--- config.mk ---
export PLATFORM = sky130hd
export DESIGN_NAME = apb_i2c_regbank
export DESIGN_NICKNAME = d
export VERILOG_FILES = /design/src/rtl/apb_i2c_pkg.sv /design/src/rtl/apb_i2c_irq.sv /design/src/rtl/apb_i2c_regbank.sv
export SDC_FILE = /design/constraint.sdc
export NUM_CORES = 1
export LEC_CHECK = 0
export ABC_AREA = 1
export CELL_PAD_IN_SITES_DETAIL_PLACEMENT = 1
export CELL_PAD_IN_SITES_GLOBAL_PLACEMENT = 1
export CORE_MARGIN = 3
export CORE_UTILIZATION = 29
export DETAILED_ROUTE_END_ITERATION = 8
export PLACE_DENSITY = 0.95
export SYNTH_ARGS = -nofsm -noshare
export SYNTH_HDL_FRONTEND = slang
export SYNTH_SLANG_ARGS = --single-unit
--- constraint.sdc ---
create_clock -name PCLK -period 2.9 [get_ports PCLK]
set_input_delay 0.58 -clock PCLK [delete_from_list [all_inputs] [get_ports PCLK]]
set_output_delay 0.58 -clock PCLK [all_outputs]
set_load 0.1 [all_outputs]
--- src/rtl/apb_i2c_pkg.sv ---
// Shared definitions for the APB-to-I2C register bank.
// Holds the register offsets, the STATUS / INT_STAT bit positions and the
// APB slave phase-tracking state type.
package apb_i2c_pkg;

  // Register byte offsets
  localparam int unsigned OFF_TXDATA  = 32'h00;
  localparam int unsigned OFF_RXDATA  = 32'h04;
  localparam int unsigned OFF_CONFIG  = 32'h08;
  localparam int unsigned OFF_TIMEOUT = 32'h0C;
  localparam int unsigned OFF_STATUS  = 32'h10;
  localparam int unsigned OFF_INT_EN  = 32'h14;
  localparam int unsigned OFF_INT_ST  = 32'h18;

  // STATUS bit positions
  localparam int STS_TX_FULL  = 0;
  localparam int STS_TX_EMPTY = 1;
  localparam int STS_RX_EMPTY = 2;
  localparam int STS_ERROR    = 3;

  // INT_STAT / INT_EN bit positions
  localparam int INT_TX_EMPTY = 0;  // TX FIFO drained
  localparam int INT_RX_DATA  = 1;  // RX FIFO received data
  localparam int INT_ERROR    = 2;  // I2C core error raised
  localparam int INT_SLVERR   = 3;  // an APB access completed with PSLVERR
  localparam int NUM_INT      = 4;

  // ST_SETUP: a setup phase was seen on the previous cycle, so this is the
  // first access cycle. ST_ACCESS: subsequent (wait) access cycles.
  typedef enum logic [1:0] {
    ST_IDLE   = 2'b00,
    ST_SETUP  = 2'b01,
    ST_ACCESS = 2'b10
  } apb_state_e;

endpackage

--- src/rtl/apb_i2c_irq.sv ---
// Interrupt block: edge detectors on the FIFO/core flags, sticky INT_STAT
// with write-1-to-clear (a set in the same cycle wins), registered IRQ.
// Ports:
//   clk, rst_n              clock, async active-low reset
//   tx_empty, rx_empty,     raw flag levels from FIFOs / I2C core
//   error
//   slverr_evt              one-cycle pulse on any PSLVERR completion
//   clr                     W1C mask (already qualified by a successful write)
//   int_en                  interrupt enable mask
//   int_stat                pending interrupt bits
//   irq                     |(int_stat & int_en), registered
module apb_i2c_irq
  import apb_i2c_pkg::*;
(
  input  logic               clk,
  input  logic               rst_n,
  input  logic               tx_empty,
  input  logic               rx_empty,
  input  logic               error,
  input  logic               slverr_evt,
  input  logic [NUM_INT-1:0] clr,
  input  logic [NUM_INT-1:0] int_en,
  output logic [NUM_INT-1:0] int_stat,
  output logic               irq
);

  logic               tx_empty_q;
  logic               rx_empty_q;
  logic               error_q;
  logic [NUM_INT-1:0] set_s;
  logic [NUM_INT-1:0] int_stat_d;
  logic [NUM_INT-1:0] int_stat_q;
  logic               irq_d;
  logic               irq_q;

  // Edge events and next INT_STAT/IRQ; set is OR-ed after clear so it wins
  always_comb begin
    set_s               = 4'b0000;
    set_s[INT_TX_EMPTY] = tx_empty & ~tx_empty_q;
    set_s[INT_RX_DATA]  = ~rx_empty & rx_empty_q;
    set_s[INT_ERROR]    = error & ~error_q;
    set_s[INT_SLVERR]   = slverr_evt;
    int_stat_d          = (int_stat_q & ~clr) | set_s;
    irq_d               = |(int_stat_q & int_en);
  end

  // Previous flag levels, sticky status and IRQ line
  always_ff @(posedge clk or negedge rst_n) begin
    if (!rst_n) begin
      tx_empty_q <= 1'b1;
      rx_empty_q <= 1'b1;
      error_q    <= 1'b0;
      int_stat_q <= 4'b0000;
      irq_q      <= 1'b0;
    end else begin
      tx_empty_q <= tx_empty;
      rx_empty_q <= rx_empty;
      error_q    <= error;
      int_stat_q <= int_stat_d;
      irq_q      <= irq_d;
    end
  end

  assign int_stat = int_stat_q;
  assign irq      = irq_q;

endmodule

--- src/rtl/apb_i2c_regbank.sv ---
// APB3 slave register bank in front of the I2C core and its TX/RX FIFOs.
// Decodes TXDATA/RXDATA/CONFIG/TIMEOUT/STATUS/INT_EN/INT_STAT, inserts wait
// states while the addressed FIFO is blocked (bounded by STALL_MAX), and
// flags bad accesses with a zero-wait PSLVERR.
// Ports:
//   PCLK, PRESETn                     clock, async active-low reset
//   PSEL/PENABLE/PWRITE/PADDR/PWDATA  APB request
//   PRDATA/PREADY/PSLVERR             APB response
//   WR_ENA, WRITE_DATA_ON_TX          TX FIFO push
//   TX_FULL, TX_EMPTY                 TX FIFO flags
//   RD_ENA, READ_DATA_ON_RX, RX_EMPTY RX FIFO pop / head / flag
//   ERROR                             I2C core error level
//   I2C_CONFIG, I2C_TIMEOUT           configuration registers
//   IRQ                               interrupt request
module apb_i2c_regbank
  import apb_i2c_pkg::*;
#(
  parameter int DATA_W    = 32,
  parameter int ADDR_W    = 8,
  parameter int CFG_W     = 14,
  parameter int TMO_W     = 14,
  parameter int STALL_MAX = 16
) (
  input  logic              PCLK,
  input  logic              PRESETn,
  input  logic              PSEL,
  input  logic              PENABLE,
  input  logic              PWRITE,
  input  logic [ADDR_W-1:0] PADDR,
  input  logic [DATA_W-1:0] PWDATA,
  output logic [DATA_W-1:0] PRDATA,
  output logic              PREADY,
  output logic              PSLVERR,
  output logic              WR_ENA,
  output logic [DATA_W-1:0] WRITE_DATA_ON_TX,
  input  logic              TX_FULL,
  input  logic              TX_EMPTY,
  output logic              RD_ENA,
  input  logic [DATA_W-1:0] READ_DATA_ON_RX,
  input  logic              RX_EMPTY,
  input  logic              ERROR,
  output logic [CFG_W-1:0]  I2C_CONFIG,
  output logic [TMO_W-1:0]  I2C_TIMEOUT,
  output logic              IRQ
);

  localparam int CNT_W = (STALL_MAX > 0) ? $clog2(STALL_MAX + 1) : 1;
  localparam logic [CNT_W-1:0]  STALL_LIM = CNT_W'(STALL_MAX);
  localparam logic [ADDR_W-1:0] A_TXDATA  = ADDR_W'(OFF_TXDATA);
  localparam logic [ADDR_W-1:0] A_RXDATA  = ADDR_W'(OFF_RXDATA);
  localparam logic [ADDR_W-1:0] A_CONFIG  = ADDR_W'(OFF_CONFIG);
  localparam logic [ADDR_W-1:0] A_TIMEOUT = ADDR_W'(OFF_TIMEOUT);
  localparam logic [ADDR_W-1:0] A_STATUS  = ADDR_W'(OFF_STATUS);
  localparam logic [ADDR_W-1:0] A_INT_EN  = ADDR_W'(OFF_INT_EN);
  localparam logic [ADDR_W-1:0] A_INT_ST  = ADDR_W'(OFF_INT_ST);

  apb_state_e         state_q, state_d;
  logic [CNT_W-1:0]   stall_q, stall_d;
  logic [CFG_W-1:0]   cfg_q, cfg_d;
  logic [TMO_W-1:0]   tmo_q, tmo_d;
  logic [NUM_INT-1:0] ien_q, ien_d;

  logic sel_tx_s, sel_rx_s, sel_cfg_s, sel_tmo_s, sel_sts_s, sel_ien_s, sel_ist_s;
  logic hit_s, bad_s, blocked_s, timeout_s, active_s, pready_s, pslverr_s, ok_s, wr_ok_s;
  logic [3:0]         sts_s;
  logic [NUM_INT-1:0] w1c_s, int_stat_s;
  logic [DATA_W-1:0]  rdata_s;

  // Address decode; anything not listed (including unaligned) is unmapped
  always_comb begin
    sel_tx_s  = 1'b0;
    sel_rx_s  = 1'b0;
    sel_cfg_s = 1'b0;
    sel_tmo_s = 1'b0;
    sel_sts_s = 1'b0;
    sel_ien_s = 1'b0;
    sel_ist_s = 1'b0;
    case (PADDR)
      A_TXDATA:  sel_tx_s  = 1'b1;
      A_RXDATA:  sel_rx_s  = 1'b1;
      A_CONFIG:  sel_cfg_s = 1'b1;
      A_TIMEOUT: sel_tmo_s = 1'b1;
      A_STATUS:  sel_sts_s = 1'b1;
      A_INT_EN:  sel_ien_s = 1'b1;
      A_INT_ST:  sel_ist_s = 1'b1;
      default:   sel_tx_s  = 1'b0;
    endcase
  end

  assign hit_s = sel_tx_s | sel_rx_s | sel_cfg_s | sel_tmo_s | sel_sts_s | sel_ien_s | sel_ist_s;
  assign bad_s = ~hit_s | (PWRITE & (sel_rx_s | sel_sts_s)) | (~PWRITE & sel_tx_s);
  assign blocked_s = ~bad_s & ((PWRITE & sel_tx_s & TX_FULL) | (~PWRITE & sel_rx_s & RX_EMPTY));
  // Counter equals the number of wait cycles already spent in this transfer
  assign timeout_s = blocked_s & (stall_q == STALL_LIM);

  // Access phase: a setup was tracked and the bus is still presenting it
  assign active_s  = (state_q != ST_IDLE) & PSEL & PENABLE;
  assign pready_s  = active_s & (~blocked_s | timeout_s);
  assign pslverr_s = active_s & (bad_s | timeout_s);
  assign ok_s      = active_s & ~bad_s & ~blocked_s;
  assign wr_ok_s   = ok_s & PWRITE;

  assign cfg_d = (wr_ok_s & sel_cfg_s) ? PWDATA[CFG_W-1:0] : cfg_q;
  assign tmo_d = (wr_ok_s & sel_tmo_s) ? PWDATA[TMO_W-1:0] : tmo_q;
  assign ien_d = (wr_ok_s & sel_ien_s) ? PWDATA[NUM_INT-1:0] : ien_q;
  assign w1c_s = (wr_ok_s & sel_ist_s) ? PWDATA[NUM_INT-1:0] : 4'b0000;

  // STATUS word assembled from the live flag levels
  always_comb begin
    sts_s               = 4'b0000;
    sts_s[STS_TX_FULL]  = TX_FULL;
    sts_s[STS_TX_EMPTY] = TX_EMPTY;
    sts_s[STS_RX_EMPTY] = RX_EMPTY;
    sts_s[STS_ERROR]    = ERROR;
  end

  // Read mux; RXDATA returns the fall-through FIFO head
  always_comb begin
    if (sel_rx_s)       rdata_s = READ_DATA_ON_RX;
    else if (sel_cfg_s) rdata_s = DATA_W'(cfg_q);
    else if (sel_tmo_s) rdata_s = DATA_W'(tmo_q);
    else if (sel_sts_s) rdata_s = DATA_W'(sts_s);
    else if (sel_ien_s) rdata_s = DATA_W'(ien_q);
    else if (sel_ist_s) rdata_s = DATA_W'(int_stat_s);
    else                rdata_s = '0;
  end

  // Next phase and stall count
  always_comb begin
    case (state_q)
      ST_IDLE: begin
        if (PSEL && !PENABLE) state_d = ST_SETUP;
        else                  state_d = ST_IDLE;
      end
      ST_SETUP, ST_ACCESS: begin
        // A dropped PSEL/PENABLE abandons the transfer like a completion
        if (pready_s || !active_s) state_d = (PSEL && !PENABLE) ? ST_SETUP : ST_IDLE;
        else                       state_d = ST_ACCESS;
      end
      default: state_d = ST_IDLE;
    endcase
    if (pready_s || !active_s) stall_d = '0;
    else if (blocked_s)        stall_d = stall_q + CNT_W'(1);
    else                       stall_d = stall_q;
  end

  // Phase, stall counter and configuration registers
  always_ff @(posedge PCLK or negedge PRESETn) begin
    if (!PRESETn) begin
      state_q <= ST_IDLE;
      stall_q <= '0;
      cfg_q   <= '0;
      tmo_q   <= '0;
      ien_q   <= 4'b0000;
    end else begin
      state_q <= state_d;
      stall_q <= stall_d;
      cfg_q   <= cfg_d;
      tmo_q   <= tmo_d;
      ien_q   <= ien_d;
    end
  end

  apb_i2c_irq u_irq (
    .clk        (PCLK),
    .rst_n      (PRESETn),
    .tx_empty   (TX_EMPTY),
    .rx_empty   (RX_EMPTY),
    .error      (ERROR),
    .slverr_evt (pready_s & pslverr_s),
    .clr        (w1c_s),
    .int_en     (ien_q),
    .int_stat   (int_stat_s),
    .irq        (IRQ)
  );

  assign PREADY           = pready_s;
  assign PSLVERR          = pslverr_s;
  assign PRDATA           = active_s ? rdata_s : '0;
  assign WR_ENA           = ok_s & PWRITE & sel_tx_s;
  assign RD_ENA           = ok_s & ~PWRITE & sel_rx_s;
  assign WRITE_DATA_ON_TX = PWDATA;
  assign I2C_CONFIG       = cfg_q;
  assign I2C_TIMEOUT      = tmo_q;

endmodule

==> flow_metrics.tcl, run 1 <==
set metrics [dict create \
    status "finished, final reports clean" \
    dp.cells 780 \
    critical_path_buf_inv_count 5 \
    fill_cells 1308 \
    drive_gt1_share_pct 34.1 \
    synth_cell_types 30 \
    cp_common_cell "o22ai_2" \
    cts_made_buffers 5 \
    cts_max_path_buffers 2 \
    cp_cell_sequence "dlygate4sd2_1 > buf_6 > inv_1 > nand2_2 > nor2_4 > buf_4 > nand2_4 > o22ai_2 > o22ai_2 > a21oi_4 > buf_12" \
    postSynthAreaPerCell_um2 6.77 \
    grt_max_degree 40 \
    die_area_um2 13100 \
    start_kind "input pin" \
    rsz0062_at_grt "true" \
    instances_no_fill 792 \
    synth_xor_area_share_pct 0.770 \
    netlist_area_um2 3410 \
    vias 4053 \
    max_freq_mhz 348 \
    die_height_um 115 \
    min_path_type "input pin to asynchronous set/reset pin" \
    cts_root_buf "clkbuf_16" \
    first_iter_violations 207 \
    setup_violations 0 \
    synthArstFlopShare_pct 100 \
    relSlewSlack_pct 64.4 \
    grt_util_all_layers_pct 23.7 \
    synth_compound_area_share_pct 8.72 \
    fin_hold_ws_ns 0.137 \
    fp.coreArea_um2 11200 \
    dominantRegCellSynth "dfrtp_1" \
    critPathCaptureType "output port" \
    synth_mux_area_share_pct 0 \
    leakagePower_nw 2.76 \
    post_synth_fa_ha_maj_area_fraction_pct 1.47 \
    place_hpwl_mm 10.8 \
    slowest_delay_ns 0.27 \
    avgRoutedWirePerCell_um 19.6 \
    finalCritPeriodShare_pct 99.1 \
    grt_pass1_wl_mm 24.3 \
    worstSetupPathType "input pin to output port" \
    timing.final.hold_violations 0 \
    fin_nets 735 \
    path_clk_slew_ns 0.07 \
    ys.warnings.count 0 \
    grt_pass1_vias 4537 \
    grt-ovfl-total 0 \
    cts_hold_repair.buffers 0 \
    drt_pass1_iterations 4 \
    drt-total-wl_mm 15.6 \
    clock-sinks 47 \
    vias_per_cell 5.12 \
    row_count 38 \
    place.port_buffers 141 \
    h-tree-depth 2 \
    synth_top_family_by_area "simple AND/OR/NAND/NOR gates" \
    utilization_pct 53.0 \
    start_util_pct 30.6 \
    ys_seq_elements 47 \
    peakVddDrop_mv 0.213 \
    clk_latency_ns 0.29 \
    synth_seq_area_share_pct 34.5 \
    worst_pin_slew_ns 0.534 \
    worstPathMaxFanout 3 \
    skew_ns 0.00657 \
    syn-num-nets 589 \
    yosys.area_share.simple_pct 31.3 \
    drv_cap 0 \
    worst_ep_arrival_time_ns 2.29 \
    antenna_found_initial 1 \
    areaGrowthSynthToFinish_pct 73.3 \
    timing.critical_path.max_delay_family "buffers and inverters" \
    placed_area_um2 5450 \
    cp_slowest_cell "dlygate4sd2_1" \
    gp_congestion 0.829 \
    synth_cells 504 \
    fp.dieW_um 115 \
    finalCriticalPeriod_ns 2.87 \
    pwr_density_cell_nw_per_um2 287 \
    drc_errors 0 \
    power.total_mw 1.70 \
    cts_tree "yes" \
    worstPathRequired_ns 2.32 \
    synth-edff-count 0 \
    io_pins 178 \
    design_area_um2 5920 \
    slew_viol_final 0 \
    antenna_left 0 \
]
==> metrics by stage <==
step | setup WS (ns) | TNS, ns
final | 0.0250 | 0
after global routing | -0.0166 | -0.0315
after CTS | 0.0676 | 0
after detailed placement | -0.285 | -4.66
after global placement | -0.157 | -1.45
after floorplan | -0.353 | -6.57
==> cells in the final DEF (no fill, tap or decap), drive strengths merged <==
cell           netlist  layout
inv                110     111
a221oi               9       9
dlygate4sd2          0       7
a21boi               1       1
nand3               12      12
xor2                 2       2
bufinv               0       1
xnor2                1       1
clkbuf               7       7
diode                0       1
or2                  2       2
o211ai               1       1
nand2              126     126
buf                 47     132
clkdlybuf4s50        0      53
a21oi                5       5
nand4               39      39
clkinv               1       1
o21ai               24      24
nor3                 5       5
o31ai                2       2
dfstp                2       2
nor2                52      52
o22ai                7       7
ha                   4       4
dfrtp               45      45
==> final cells by class <==
cell class / instances / area [um^2] / share of cell area [%]
Antenna cell: 1 / 2.50 / 0.0423
Clock buffer: 6 / 139 / 2.35
Clock inverter: 2 / 38.8 / 0.656
Inverter: 111 / 417 / 7.04
Multi-Input combinational cell: 292 / 1840 / 31.0
Sequential cell: 47 / 1180 / 19.9
Tap cell: 140 / 175 / 2.96
Timing Repair Buffer: 193 / 2130 / 36.0
==> what timing repair did <==
| item | 4_1_cts | 5_1_grt |
|---|---|---|
| endpoints found under the setup margin | 36 | 16 |
| pin swaps | 23 | 4 |
| hold endpoints to repair | 0 | 0 |
| setup buffers | 4 | 0 |
| gates resized for setup | 77 | 11 |
==> cell usage after synthesis, types with 2 or more instances <==
cell      instances  share of area [%]
a21oi_1           5               0.73
a221oi_1          9                2.3
buf_2            11                1.6
buf_4            32                7.0
buf_8             3                1.3
clkbuf_1          7               0.77
dfrtp_1          45                 33
dfstp_2           2                1.5
ha_1              4                1.5
inv_1           108                 12
inv_2             2               0.22
nand2_1         124                 14
nand2_2           2               0.37
nand3_1           8                1.2
nand3_2           4                1.2
nand4_1          39                7.1
nor2_1           45                4.9
nor2_2            4               0.73
nor2_4            3               0.99
nor3_1            5               0.73
o21ai_0          24                3.5
o22ai_1           7                1.3
o31ai_1           2               0.44
or2_2             2               0.37
xor2_1            2               0.51
==> cell families (layout without fill, tap and decap cells) <==
| group | after synthesis | in the layout |
|---|---|---|
| adder cells (fa/ha/maj) | 4 | 4 |
| AND/OR/NAND/NOR | 236 | 236 |
| XOR/XNOR | 3 | 3 |
| AO/OA/AOI/OAI | 49 | 49 |
| buffers and inverters | 165 | 312 |
| flip-flops | 47 | 47 |
| other | 0 | 1 |
==> sequential cells by signal, indices dropped and copies added (netlist names) <==
signal	cells
I2C_CONFIG	14
I2C_TIMEOUT	14
stall_q	5
ien_q	4
u_irq.int_stat	4
state_q	2
u_irq.error_q	1
u_irq.irq	1
u_irq.rx_empty_q	1
u_irq.tx_empty_q	1
==> metal layers <==
layer	routed length (um)	vias up	global-route usage, %
met5	0	-	0
met4	712	0	13.8
met3	1090	56	5.23
met2	8280	191	44.1
met1	5470	1984	24.1
li1	-	1822	-
==> path summary, 6_finish.rpt <==
| kind | startpoint | to | slack [ns] | depth (start not counted) |
|---|---|---|---|---|
| max | PADDR[5] | PRDATA[3] | 0.03 | 11 |
| min | PRESETn | u_irq.irq$_DFF_PN0_ | 0.14 | 1 |
| max reg2reg | state_q[0]$_DFF_PN0_ | I2C_CONFIG[2]$_DFFE_PN0P_ | 0.60 | 10 |
| min reg2reg | stall_q[0]$_DFFE_PN0P_ | stall_q[0]$_DFFE_PN0P_ | 0.51 | 1 |
| max in group asynchronous | PRESETn | u_irq.tx_empty_q$_DFF_PN1_ | 1.96 | 2 |
| min in group PCLK | stall_q[0]$_DFFE_PN0P_ | stall_q[0]$_DFFE_PN0P_ | 0.51 | 1 |
==> where the power goes <==
| group | switching, mW | internal (mW) | total, mW |
|---|---|---|---|
| sequential | 0.00282 | 0.660 | 0.663 |
| combinational | 0.205 | 0.129 | 0.335 |
| clock | 0.268 | 0.434 | 0.702 |
| total | 0.476 | 1.22 | 1.70 |
No activity file was read; power rests on OpenSTA's default activity.
==> run 2: changes to the inputs <==
CORE_MARGIN = not set   (was 3)
REMOVE_ABC_BUFFERS = 1   (was not set)
==> run 2 against run 1 <==
  * Global-route usage fell by 0.64 points
  * Highest routed layer unchanged
  * Critical endpoint is now PRDATA[11]
  * Die area shrank 6.9%
  * Combinational power shrank 8.1%
  * Via count shrank 2.2%
  * Total power increased by 3.1%
  * Sequential share of layout area grew 1.1 points
==> flow_metrics.tcl, run 2 (synthesized netlist as in run 1, its figures left out) <==
set metrics [dict create \
    worstPathMaxFanout 10 \
    grt_pass1_vias 4392 \
    pwr_density_cell_nw_per_um2 312 \
    grtUsageMet1_pct 27.1 \
    p_comb_share_pct 17.6 \
    slowest_delay_ns 0.21 \
    num_antenna_cells 0 \
    leakagePower_nw 2.67 \
    start_util_pct 29.8 \
    place.port_buffers 141 \
    met2_usage_pct 40.5 \
    h-tree-depth 2 \
    drt_pass1_iterations 4 \
    drive_gt1_share_pct 29.4 \
    seqPwrFrac_pct 37.8 \
    grt_max_degree 40 \
    row_count 39 \
    fin_nets 733 \
    cts_hold_repair.buffers 0 \
    setup_slack_ns 0.0958 \
    power_switching_share_pct 27.0 \
    cts_root_buf "clkbuf_16" \
    p_sw_mw 0.473 \
    avgRoutedWirePerCell_um 18.2 \
    placed_area_um2 5240 \
    vias 3962 \
    path_clk_slew_ns 0.07 \
    layout_commonest_cell "nand2_1" \
    io_pins 178 \
    finalCriticalPeriod_ns 2.80 \
    clock-sinks 47 \
    setup_violations 0 \
    skew_ns 0.00407 \
    cp_cell_sequence "clkdlybuf4s15_1 > nor2_2 > nand2_2 > nor2_4 > inv_2 > nor2_4 > buf_4 > nand2_1 > a21oi_1 > buf_4 > buf_12" \
    design_area_um2 5620 \
    grtUsageMet3_pct 3.95 \
    relSlewSlack_pct 63.6 \
    place_hpwl_mm 10.7 \
    die_area_um2 12200 \
    cp_slowest_cell "clkdlybuf4s15_1" \
    drv_cap 0 \
    timing.final.hold_violations 0 \
    finalCritPeriodShare_pct 96.7 \
    start_kind "input pin" \
    grt-ovfl-total 0 \
    cts_made_buffers 5 \
    worstSetupPathType "input pin to output port" \
    fp.coreArea_um2 11500 \
    worst_pin_slew_ns 0.546 \
    antenna_found_initial 0 \
    fp.dieW_um 111 \
    clk_latency_ns 0.30 \
    worstPathRequired_ns 2.32 \
    grt_util_all_layers_pct 23.1 \
    grt-busiest-layer "met2" \
    timing.critical_path.max_delay_family "buffers and inverters" \
    grt_pass1_wl_mm 22.4 \
    status "finished, final reports clean" \
    die_height_um 111 \
    antenna_left 0 \
    power.total_mw 1.75 \
    pre_cts_slack_ns -0.295 \
    max_freq_mhz 357 \
    p_int_mw 1.28 \
    cts_max_path_buffers 2 \
    min_path_type "input pin to asynchronous set/reset pin" \
    drt-total-wl_mm 14.4 \
    worst_ep_arrival_time_ns 2.22 \
    areaGrowthSynthToFinish_pct 64.6 \
    vias_per_cell 5.00 \
    clkPwrFrac_pct 44.6 \
    first_iter_violations 328 \
    cts_tree "yes" \
    critPathCaptureType "output port" \
    peakVddDrop_mv 0.297 \
    critical_path_buf_inv_count 5 \
    final_cell_mix "nand2_1 (117), inv_1 (103), buf_4 (85)" \
    slew_viol_final 0 \
    gp_congestion 0.849 \
    fin_hold_ws_ns 0.258 \
    drc_errors 0 \
]
run 2: changes by cell type in the layout (fill, tap and decap cells not counted), moves of 5 or more:
cell,change
a221oi_2,-5
o22ai_1,+6
o21ai_1,-8
o22ai_2,-6
a21oi_4,-5
a221oi_1,+5
nor2_4,-10
o21ai_0,+9
nor2_1,+12
run 2: final cells by class:
class	instances	area, um^2
tap	143	179
fill	1371	5850
clock buffer	5	125
multi-input combinational	292	1580
inverter	111	418
timing repair buffer	191	2070
clock inverter	3	71.3
sequential	47	1180
run 2: repair_timing:
| item | in CTS | in global routing |
|---|---|---|
| cloned | 0 | 0 |
| endpoints found under the setup margin | 36 | 13 |
| pin swaps | 8 | 16 |
| gates resized for setup | 37 | 25 |
| buffers inserted | 2 | 3 |
run 2: path summary, 6_finish.rpt:
check / slack (ns) / startpoint / end / cells past startpoint
max: 0.1 / PADDR[5] / PRDATA[11] / 11
min in group PCLK: 0.50 / ien_q[2]$_DFFE_PN0P_ / u_irq.irq$_DFF_PN0_ / 2
min reg2reg: 0.50 / ien_q[2]$_DFFE_PN0P_ / u_irq.irq$_DFF_PN0_ / 2
max reg2reg: 0.70 / state_q[0]$_DFF_PN0_ / I2C_TIMEOUT[2]$_DFFE_PN0P_ / 10
max in group asynchronous: 2.02 / PRESETn / I2C_CONFIG[10]$_DFFE_PN0P_ / 2
min: 0.26 / PRESETn / u_irq.error_q$_DFF_PN0_ / 1
run 2: per-stage QoR:
stage / setup TNS [ns] / utilization, % / cells
finish: 0 / 49.0 / 792
global route: -0.0124 / 49.0 / 792
CTS: 0 / 48.2 / 789
detailed placement: -3.75 / 45.7 / 779
global placement: -1.90 / 45.7 / 779
floorplan: -34.37 / - / 450
run 2: power by group through the flow:
stage	Combinational [mW]	Clock [mW]	Sequential, mW
after global placement	0.285	0	0.675
after global routing	0.324	0.816	0.662
after floorplan	0.0463	0	0.675
after CTS	0.302	0.796	0.662
after detailed placement	0.294	0	0.675
final	0.308	0.782	0.662
run 2: layer usage:
| layer | vias up | routed length, um |
|---|---|---|
| li1 | 1820 | - |
| met1 | 1944 | 5760 |
| met2 | 165 | 7470 |
| met3 | 33 | 714 |
| met4 | 0 | 469 |
| met5 | - | 0 |
